<file path="src/rtl/rps_match_scorer.sv">
// rps_match_scorer: keeps per-player round wins and a counted-round tally
// for one stone-paper-scissors match. It closes the match when a player
// reaches WIN_TARGET wins or MAX_ROUNDS counted rounds have been played.
module rps_match_scorer #(
   parameter int WIN_TARGET = 3,
   parameter int MAX_ROUNDS = 9,
   parameter int CNT_W      = 4
) (
   input  logic             clk,
   input  logic             rst,
   input  logic             result_valid,
   input  logic [1:0]       result,
   input  logic             new_match,
   output logic [CNT_W-1:0] score_p1,
   output logic [CNT_W-1:0] score_p2,
   output logic [CNT_W-1:0] round_cnt,
   output logic [1:0]       last_result,
   output logic             round_ack,
   output logic             invalid_seen,
   output logic             match_done,
   output logic [1:0]       match_winner
);

   typedef enum logic [1:0] {
      IDLE = 2'd0,
      PLAY = 2'd1,
      DONE = 2'd2
   } state_t;

   localparam logic [1:0] RES_TIE     = 2'b00;
   localparam logic [1:0] RES_P1      = 2'b01;
   localparam logic [1:0] RES_P2      = 2'b10;
   localparam logic [1:0] RES_INVALID = 2'b11;

   localparam logic [CNT_W-1:0] TARGET = CNT_W'(WIN_TARGET);
   localparam logic [CNT_W-1:0] LIMIT  = CNT_W'(MAX_ROUNDS);
   localparam logic [CNT_W-1:0] ONE    = CNT_W'(1);

   state_t           state;
   logic [CNT_W-1:0] p1_next;
   logic [CNT_W-1:0] p2_next;
   logic [CNT_W-1:0] rounds_next;

   // Post-update counter values if the current result were accepted, so the
   // end-of-match decision sees the same numbers the registers will hold.
   always_comb begin
      p1_next     = score_p1;
      p2_next     = score_p2;
      rounds_next = round_cnt;
      case (result)
         RES_P1: begin
            p1_next     = score_p1 + ONE;
            rounds_next = round_cnt + ONE;
         end
         RES_P2: begin
            p2_next     = score_p2 + ONE;
            rounds_next = round_cnt + ONE;
         end
         RES_TIE: begin
            rounds_next = round_cnt + ONE;
         end
         default: begin
         end
      endcase
   end

   // Match controller: reset beats new_match, which beats an incoming result.
   always_ff @(posedge clk) begin
      if (rst) begin
         state        <= IDLE;
         score_p1     <= '0;
         score_p2     <= '0;
         round_cnt    <= '0;
         last_result  <= 2'b00;
         round_ack    <= 1'b0;
         invalid_seen <= 1'b0;
         match_done   <= 1'b0;
         match_winner <= 2'b00;
      end else begin
         round_ack <= 1'b0;
         if (new_match) begin
            state        <= PLAY;
            score_p1     <= '0;
            score_p2     <= '0;
            round_cnt    <= '0;
            last_result  <= 2'b00;
            invalid_seen <= 1'b0;
            match_done   <= 1'b0;
            match_winner <= 2'b00;
         end else if (state == PLAY && result_valid) begin
            score_p1    <= p1_next;
            score_p2    <= p2_next;
            round_cnt   <= rounds_next;
            last_result <= result;
            round_ack   <= 1'b1;
            if (result == RES_INVALID) begin
               invalid_seen <= 1'b1;
            end
            if (p1_next == TARGET) begin
               state        <= DONE;
               match_done   <= 1'b1;
               match_winner <= RES_P1;
            end else if (p2_next == TARGET) begin
               state        <= DONE;
               match_done   <= 1'b1;
               match_winner <= RES_P2;
            end else if (rounds_next == LIMIT) begin
               state      <= DONE;
               match_done <= 1'b1;
               if (p1_next > p2_next) begin
                  match_winner <= RES_P1;
               end else if (p2_next > p1_next) begin
                  match_winner <= RES_P2;
               end else begin
                  match_winner <= 2'b11;
               end
            end
         end
      end
   end

endmodule

</file>
<file path="config.mk">
export PLATFORM = sky130hd
export DESIGN_NAME = rps_match_scorer
export DESIGN_NICKNAME = d
export VERILOG_FILES = /design/src/rtl/rps_match_scorer.sv
export SDC_FILE = /design/constraint.sdc
export NUM_CORES = 1
export LEC_CHECK = 0
export BUFFER_PORTS_ARGS = -buffer_cell sky130_fd_sc_hd__buf_4
export CAP_MARGIN = 20
export CORE_UTILIZATION = 50
export DETAILED_ROUTE_END_ITERATION = 16
export HOLD_SLACK_MARGIN = 0.12
export PLACE_DENSITY = 0.82
export SLEW_MARGIN = 20
export SYNTH_ARGS = -nofsm -noshare
export SYNTH_HDL_FRONTEND = slang
export SYNTH_SLANG_ARGS = --single-unit
</file>
<file path="constraint.sdc">
create_clock -name clk -period 3.4 [get_ports clk]
set_input_delay 0.17 -clock clk [delete_from_list [all_inputs] [get_ports clk]]
set_output_delay 0.17 -clock clk [all_outputs]
set_load 0.03 [all_outputs]
</file>
==> reports/results.ini, run 1 <==
[yosys]
syn_avg_cell_area_um2=8.32
synthArstFlopShare_pct=0
ys_types=41
synth.area.top_cells=dfxtp_1 (34%), ha_1 (7.5%), nor2_1 (6.4%), xnor2_1 (5.3%), xor2_1 (5.3%)
yosysSeqAreaShare_pct=34.4
synthCells=140
synth.top_cell.area_share_pct=34.4
yosysWarnings=0
yosysTopAreaCell=dfxtp_1
synth_area_mm2=0.00116
ys_ff_latch=20
synth_edf_count=0
syn-num-nets=153
synthFlopType=dfxtp_1

[clocking]
cts_resized=0
hold_buffers=1
clk_pin_slew_ns=0.12
cts_buffer_depth=2
post_cts_buffers=0
numCtsBuffers=3
tritoncts=done
insertion_delay_ns=0.30
cts_sinks=20
cts-root-buf=clkbuf_4
cts_max_level=1

[finish]
stdcell_area_mm2=0.00139
n_fill_cell=210
final_cells=190
final_core_util_pct=62.8
drive_gt1_share_pct=22.2
fin_nets=176
area_growth_pct=19.2
multiInputGateArea_um2=716
regArea_um2=400
diodes=0

[die]
die-area_mm2=0.00253
die_h_um=50.3
initial_utilization_pct=52.7
io_pins=25
fp-row-count=17
core_area_mm2=0.00221
die_w_um=50.3

[worst_hold_path]
hold_path_class=in2reg
hold_depth=3

[routing]
detail-route-antenna-nets=0
first_pass_iters=4
first_iter_violations=24
wirelength_mm=2.45
drc=0
viasPerCell=5.41
vias=1027
wl_per_cell_um=12.9

[status]
outcome=finished, final reports clean

[sta]
final.setup_skew_ns=0.00389
setup_viol=0
setup_ws_ns=1.09
final_max_slew_viol_count=0
fin_setup_tns_ns=0
relSlewSlack_pct=62.7
fin_crit_ns=2.31
clock.fmax_ghz=0.432
worst_slew_pin_slew_ns=0.558
timing.final.hold_violations=0
fin_crit_sh_pct=68.0
hold_slack_ns=0.143
rsz0062_at_grt=false

[flow_run]
cap_violations=0

[critical_path]
critPathRequiredTime_ns=3.64
arrival_ns=2.55
critPathLaunchType=register
r2r_cells=9
crit_fanout=7
crit_type=reg2reg
endpoint_kind=register

[global_routing]
track_usage_pct=21.7
grt_pass1_wl_mm=4.21
antenna_found_initial=0
overflow=0
grt_max_degree=17
grt_pass1_vias=1006

[placed_design]
dp.cells=185
gp_congestion=0.813
io_buffers=24
hpwl_mm=1.78
dpl_worst_slack_ns=1.11
dpl_cell_area_mm2=0.00134

[pwr]
power.density_mw_per_mm2=310
power.leakage_nw=0.592
ir_drop_v=0.000227
p_total_mw=0.430

==> cells by family after synthesis <==
kind of cell               count (synthesis)  synth area share [%]
muxes                                      2                  2.15
DFF                                       20                  34.4
AOI/OAI and AO/OA                         21                  12.1
xor gates and xnor gates                  14                  10.5
adders and majority gates                  7                  7.52
buffers and inverters                     10                  4.19
and+or+nand+nor                           66                  29.1
==> sequential cells by signal, indices dropped and copies added, names as in the netlist <==
register / cells
invalid_seen: 1
last_result: 2
match_done: 1
match_winner: 2
round_ack: 1
round_cnt: 4
score_p1: 4
score_p2: 4
state: 1
==> cells in the mapped netlist (all sizes together) (2+ instances only) <==
| master | count |
|---|---|
| inv | 3 |
| o21ai | 4 |
| a21oi | 7 |
| nand3 | 7 |
| xor2 | 7 |
| ha | 7 |
| nand2 | 17 |
| nand4 | 3 |
| nor3 | 2 |
| clkbuf | 5 |
| a211oi | 2 |
| nand3b | 4 |
| nor2 | 20 |
| xnor2 | 7 |
| and2 | 2 |
| buf | 2 |
| or3 | 2 |
| dfxtp | 20 |
==> report_power, final <==
| group | total, mW | internal (mW) | switching, mW |
|---|---|---|---|
| logic | 0.0484 | 0.0180 | 0.0303 |
| registers | 0.241 | 0.237 | 0.00319 |
| clock network | 0.142 | 0.0654 | 0.0762 |
| total | 0.430 | 0.321 | 0.110 |
==> per-layer routing <==
metal,global-route usage (%),vias up,part of all wire [%]
met5,0,-,0
met4,9.52,0,1.2
met3,3.03,4,4.4
met2,37.1,24,49
met1,26.9,468,46
li1,-,531,-
==> placed cells by master, fill, tap and decap left out, types with 2 or more instances in the layout <==
| cell | instances |
|---|---|
| ha_1 | 7 |
| nor2_1 | 20 |
| o21ai_0 | 4 |
| nand3b_1 | 4 |
| or3_1 | 2 |
| nand2_1 | 16 |
| dfxtp_1 | 20 |
| xor2_1 | 7 |
| xnor2_1 | 7 |
| a21oi_1 | 7 |
| inv_1 | 3 |
| nor3_1 | 2 |
| nand4_1 | 3 |
| buf_4 | 24 |
| clkbuf_4 | 3 |
| nand3_1 | 7 |
==> worst paths after layout <==
| check | startpoint | endpoint | slack, ns |
|---|---|---|---|
| max | score_p1[0] | match_winner[1] | 1.09 |
| min reg2reg | last_result[1] | last_result[1] | 0.47 |
| max reg2reg | score_p1[0] | match_winner[1] | 1.09 |
| min | new_match | state[0] | 0.14 |
==> area by class of cell <==
type | instances | area share [%]
multi-input cells | 110 | 51.5
flip-flops and latches | 20 | 28.8
repair buffers | 25 | 13.7
clock buffers | 4 | 2.61
well taps | 28 | 2.52
inverters | 3 | 0.811
==> critical path, stage by stage (launching register included) <==
cell and delay [ns]:
dfxtp_1 0.49, nand3_1 0.16, or3_1 0.34, and2_1 0.17, ha_1 0.29, nand3_1 0.10, nor2_1 0.15, nor4_1 0.07
mux2_4 0.29, a211oi_2 0.20
(Power assumes the default switching activity.)
==> run 2, diff against run 1 <==
--- a/config.mk
+++ b/config.mk
@@ -5,6 +5,7 @@
 export SDC_FILE = /design/constraint.sdc
 export NUM_CORES = 1
 export LEC_CHECK = 0
+export ABC_AREA = 1
 export BUFFER_PORTS_ARGS = -buffer_cell sky130_fd_sc_hd__buf_4
 export CAP_MARGIN = 20
 export CORE_UTILIZATION = 50
==> constraint.sdc (replaced) <==
create_clock -name clk -period 2.3 [get_ports clk]
set_input_delay 0.115 -clock clk [delete_from_list [all_inputs] [get_ports clk]]
set_output_delay 0.115 -clock clk [all_outputs]
set_load 0.03 [all_outputs]
==> run 2 against run 1 <==
Effect of this change: critical path depth shrank 2; setup slack lost 0.98 ns; register-to-register slack got worse by 0.98 ns; hold slack better by 0.0045 ns; clock power is 43% higher; via count rose by 17%; non-clock buffer count is 2 higher; clock skew rose by 0.0011 ns; sequential share of layout area down 0.49 points; highest routed layer unchanged.
==> reports/results.ini, run 2 <==
[status]
outcome=finished, final reports clean  ; unchanged

[finish]
stdcell_area_mm2=0.00141  ; was 0.00139 mm^2
drive_gt1_share_pct=18.7  ; was 22.2%
fin_nets=217  ; was 176
final_cell_mix=nand2_1 (41), inv_1 (29), buf_4 (25), dfxtp_1 (20), nor2_1 (16)  ; was buf_4 (24), nor2_1 (20), dfxtp_1 (20), nand2_1 (16)
reg.largest.list=round_cnt: 4 flops, score_p1: 4 flops, score_p2: 4 flops  ; unchanged
final_common_cell=nand2_1  ; was buf_4
area_growth_pct=23.1  ; was 19.2%
final_core_util_pct=68.5  ; was 62.8%
diodes=0  ; unchanged

[global_routing]
grt_max_degree=23  ; was 17
grt_pass1_vias=1143  ; was 1006
track_usage_pct=24.0  ; was 21.7%
grt_pass1_wl_mm=4.62  ; was 4.21 mm
antenna_found_initial=0  ; unchanged
overflow=0  ; unchanged

[sta]
relSlewSlack_pct=67.4  ; was 62.7%
final.setup_skew_ns=0.00503  ; was 0.00389 ns
timing.final.hold_violations=0  ; unchanged
rsz0062_at_grt=false  ; unchanged
clock.fmax_ghz=0.456  ; was 0.432 GHz
fin_crit_sh_pct=95.4  ; was 68.0%
final_max_slew_viol_count=0  ; unchanged
fin_crit_ns=2.19  ; was 2.31 ns
fin_setup_tns_ns=0  ; unchanged
setup_viol=0  ; unchanged
setup_ws_ns=0.105  ; was 1.09 ns
worst_slew_pin_slew_ns=0.487  ; was 0.558 ns

[routing]
viasPerCell=5.23  ; was 5.41
vias=1202  ; was 1027
first_pass_iters=4  ; unchanged
drc=0  ; unchanged
wl_per_cell_um=12.1  ; was 12.9 um
detail-route-antenna-nets=0  ; unchanged
first_iter_violations=20  ; was 24
wirelength_mm=2.78  ; was 2.45 mm

[clocking]
insertion_delay_ns=0.30  ; about the same
tritoncts=done  ; unchanged
numCtsBuffers=3  ; unchanged
clk_pin_slew_ns=0.11  ; was 0.12 ns
cts_buffer_depth=2  ; unchanged
cts_max_level=1  ; unchanged
cts-root-buf=clkbuf_4  ; unchanged
cts_sinks=20  ; unchanged

[yosys]
yosysTopAreaCell=dfxtp_1  ; unchanged
synth_common_cells=nand2_1 (41), inv_1 (30), dfxtp_1 (20), nor2_1 (16)  ; was dfxtp_1 (20), nor2_1 (20), nand2_1 (16)
syn_avg_cell_area_um2=6.56  ; was 8.32 um^2
yosysWarnings=0  ; unchanged
synth_area_mm2=0.00115  ; was 0.00116 mm^2
post-synth-top-count-cell=nand2_1
synthFlopType=dfxtp_1  ; unchanged
synth.top_cell.area_share_pct=34.9  ; was 34.4%
ys_types=20  ; was 41
yosysSeqAreaShare_pct=34.9  ; was 34.4%
ys_ff_latch=20  ; unchanged
synthArstFlopShare_pct=0  ; unchanged
syn-num-nets=188  ; was 153
synthCells=175  ; was 140
synth_edf_count=0  ; unchanged
synth.area.top_cells=dfxtp_1 (35%), nand2_1 (13%), inv_1 (9.8%), ha_1 (7.6%), a21oi_1 (6.5%)  ; was dfxtp_1 (34%), ha_1 (7.5%), nor2_1 (6.4%), xnor2_1 (5.3%), xor2_1 (5.3%)

[critical_path]
critPathRequiredTime_ns=2.55  ; was 3.64 ns
reg2reg_from=match_done  ; was score_p1[0]
cp_slowest_stage_delay_ns=0.56  ; was 0.49 ns
cp.depth=7  ; was 9
critPathTopFamily=buffers and inverters  ; was simple AND/OR/NAND/NOR gates
critPathLaunchType=register  ; unchanged
worst-path-buf-inv=3  ; was 0
crit_fanout=11  ; was 7
r2r_cells=7  ; was 9
crit_type=reg2reg  ; unchanged
rrSetupSlack_ns=0.11  ; was 1.09 ns
endpoint_kind=register  ; unchanged
path_cells=inv_1 > nand3_1 > clkinvlp_4 > nand2_2 > nand2_1 > a21oi_1 > dlygate4sd3_1  ; was nand3_1 > or3_1 > and2_1 > ha_1 > nand3_1 > nor2_1 > nor4_1 > mux2_4 > a211oi_2
crit_path_end=state[0]  ; was match_winner[1]
r2r-end=state[0]  ; was match_winner[1]
cp-startpoint=match_done  ; was score_p1[0]
arrival_ns=2.45  ; was 2.55 ns
slowest_stage=dlygate4sd3_1  ; was dfxtp_1

[die]
die_h_um=49.9  ; was 50.3 um
fp-row-count=16  ; was 17
core_area_mm2=0.00206  ; was 0.00221 mm^2
die-area_mm2=0.00249  ; was 0.00253 mm^2
io_pins=25  ; unchanged
die_w_um=49.9  ; was 50.3 um
initial_utilization_pct=55.6  ; was 52.7%

[pwr]
ir_drop_v=0.000403  ; was 0.000227 V
power.density_mw_per_mm2=492  ; was 310 mW/mm^2
power.leakage_nw=0.732  ; was 0.592 nW
p_total_mw=0.695  ; was 0.430 mW

[placed_design]
dpl_cell_area_mm2=0.00135  ; was 0.00134 mm^2
io_buffers=24  ; unchanged
dpl_worst_slack_ns=0.299  ; was 1.11 ns
gp_congestion=0.873  ; was 0.813
hpwl_mm=1.99  ; was 1.78 mm

[worst_hold_path]
hold_path_class=in2reg  ; unchanged

[flow_run]
cap_violations=0  ; unchanged

run 2: worst min-delay path by stage:
stage          cells past startpoint      start              to
2_1_floorplan                      1        rst        state[0]
3_3_place_gp                       2        rst        state[0]
3_5_place_dp                       2        rst        state[0]
4_1_cts                            3  result[0]  last_result[0]
5_1_grt                            3  result[0]  last_result[0]
6_report                           3  result[0]  last_result[0]
run 2: area by class of cell:
type / count / area, um^2
well taps: 27 / 33.8
repair inverters: 1 / 5.00
flip-flops and latches: 20 / 400
inverters: 32 / 124
multi-input cells: 119 / 606
repair buffers: 27 / 208
fillers: 181 / 649
clock buffers: 4 / 36.3
run 2: layer usage:
| metal | share of wire (%) | track usage [%] | up-vias |
|---|---|---|---|
| li1 | - | - | 614 |
| met1 | 44 | 27.4 | 549 |
| met2 | 50 | 43.9 | 35 |
| met3 | 4.9 | 4.63 | 4 |
| met4 | 0.75 | 7.62 | 0 |
| met5 | 0 | 0 | - |
run 2: report_power, final:
part           leakage (nW)  switching [mW]  internal (mW)
registers             0.162         0.00856          0.355
clock network        0.0210           0.106         0.0966
logic                 0.549          0.0822         0.0461
run 2: cells by family (layout without fill, tap and decap cells):
group / Yosys count / count (layout) / share of synthesized area (%)
flops: 20 / 20 / 34.9
fa+ha+maj: 7 / 7 / 7.63
compound gates: 36 / 36 / 16.8
simple gates: 76 / 76 / 28.4
buf+inv: 36 / 64 / 12.3
run 2: worst register-to-register path: stages (launching register included):
cell	delay, ns
dfxtp_1	0.36
inv_1	0.07
nand3_1	0.35
clkinvlp_4	0.37
nand2_2	0.21
nand2_1	0.08
a21oi_1	0.14
dlygate4sd3_1	0.56
run 2: through the flow:
step           std cells  hold WS [ns]
2_1_floorplan        175         0.184
3_3_place_gp         223         0.285
3_5_place_dp         223         0.303
4_1_cts              229         0.144
5_1_grt              230         0.165
6_report             230         0.148
run 2: what timing repair did:
action | CTS | global route
hold buffers | 2 | 0
endpoints found under the setup margin | 0 | 1
endpoints found under the hold margin | 1 | 0
gates resized for setup | 0 | 1
setup buffers | 0 | 0
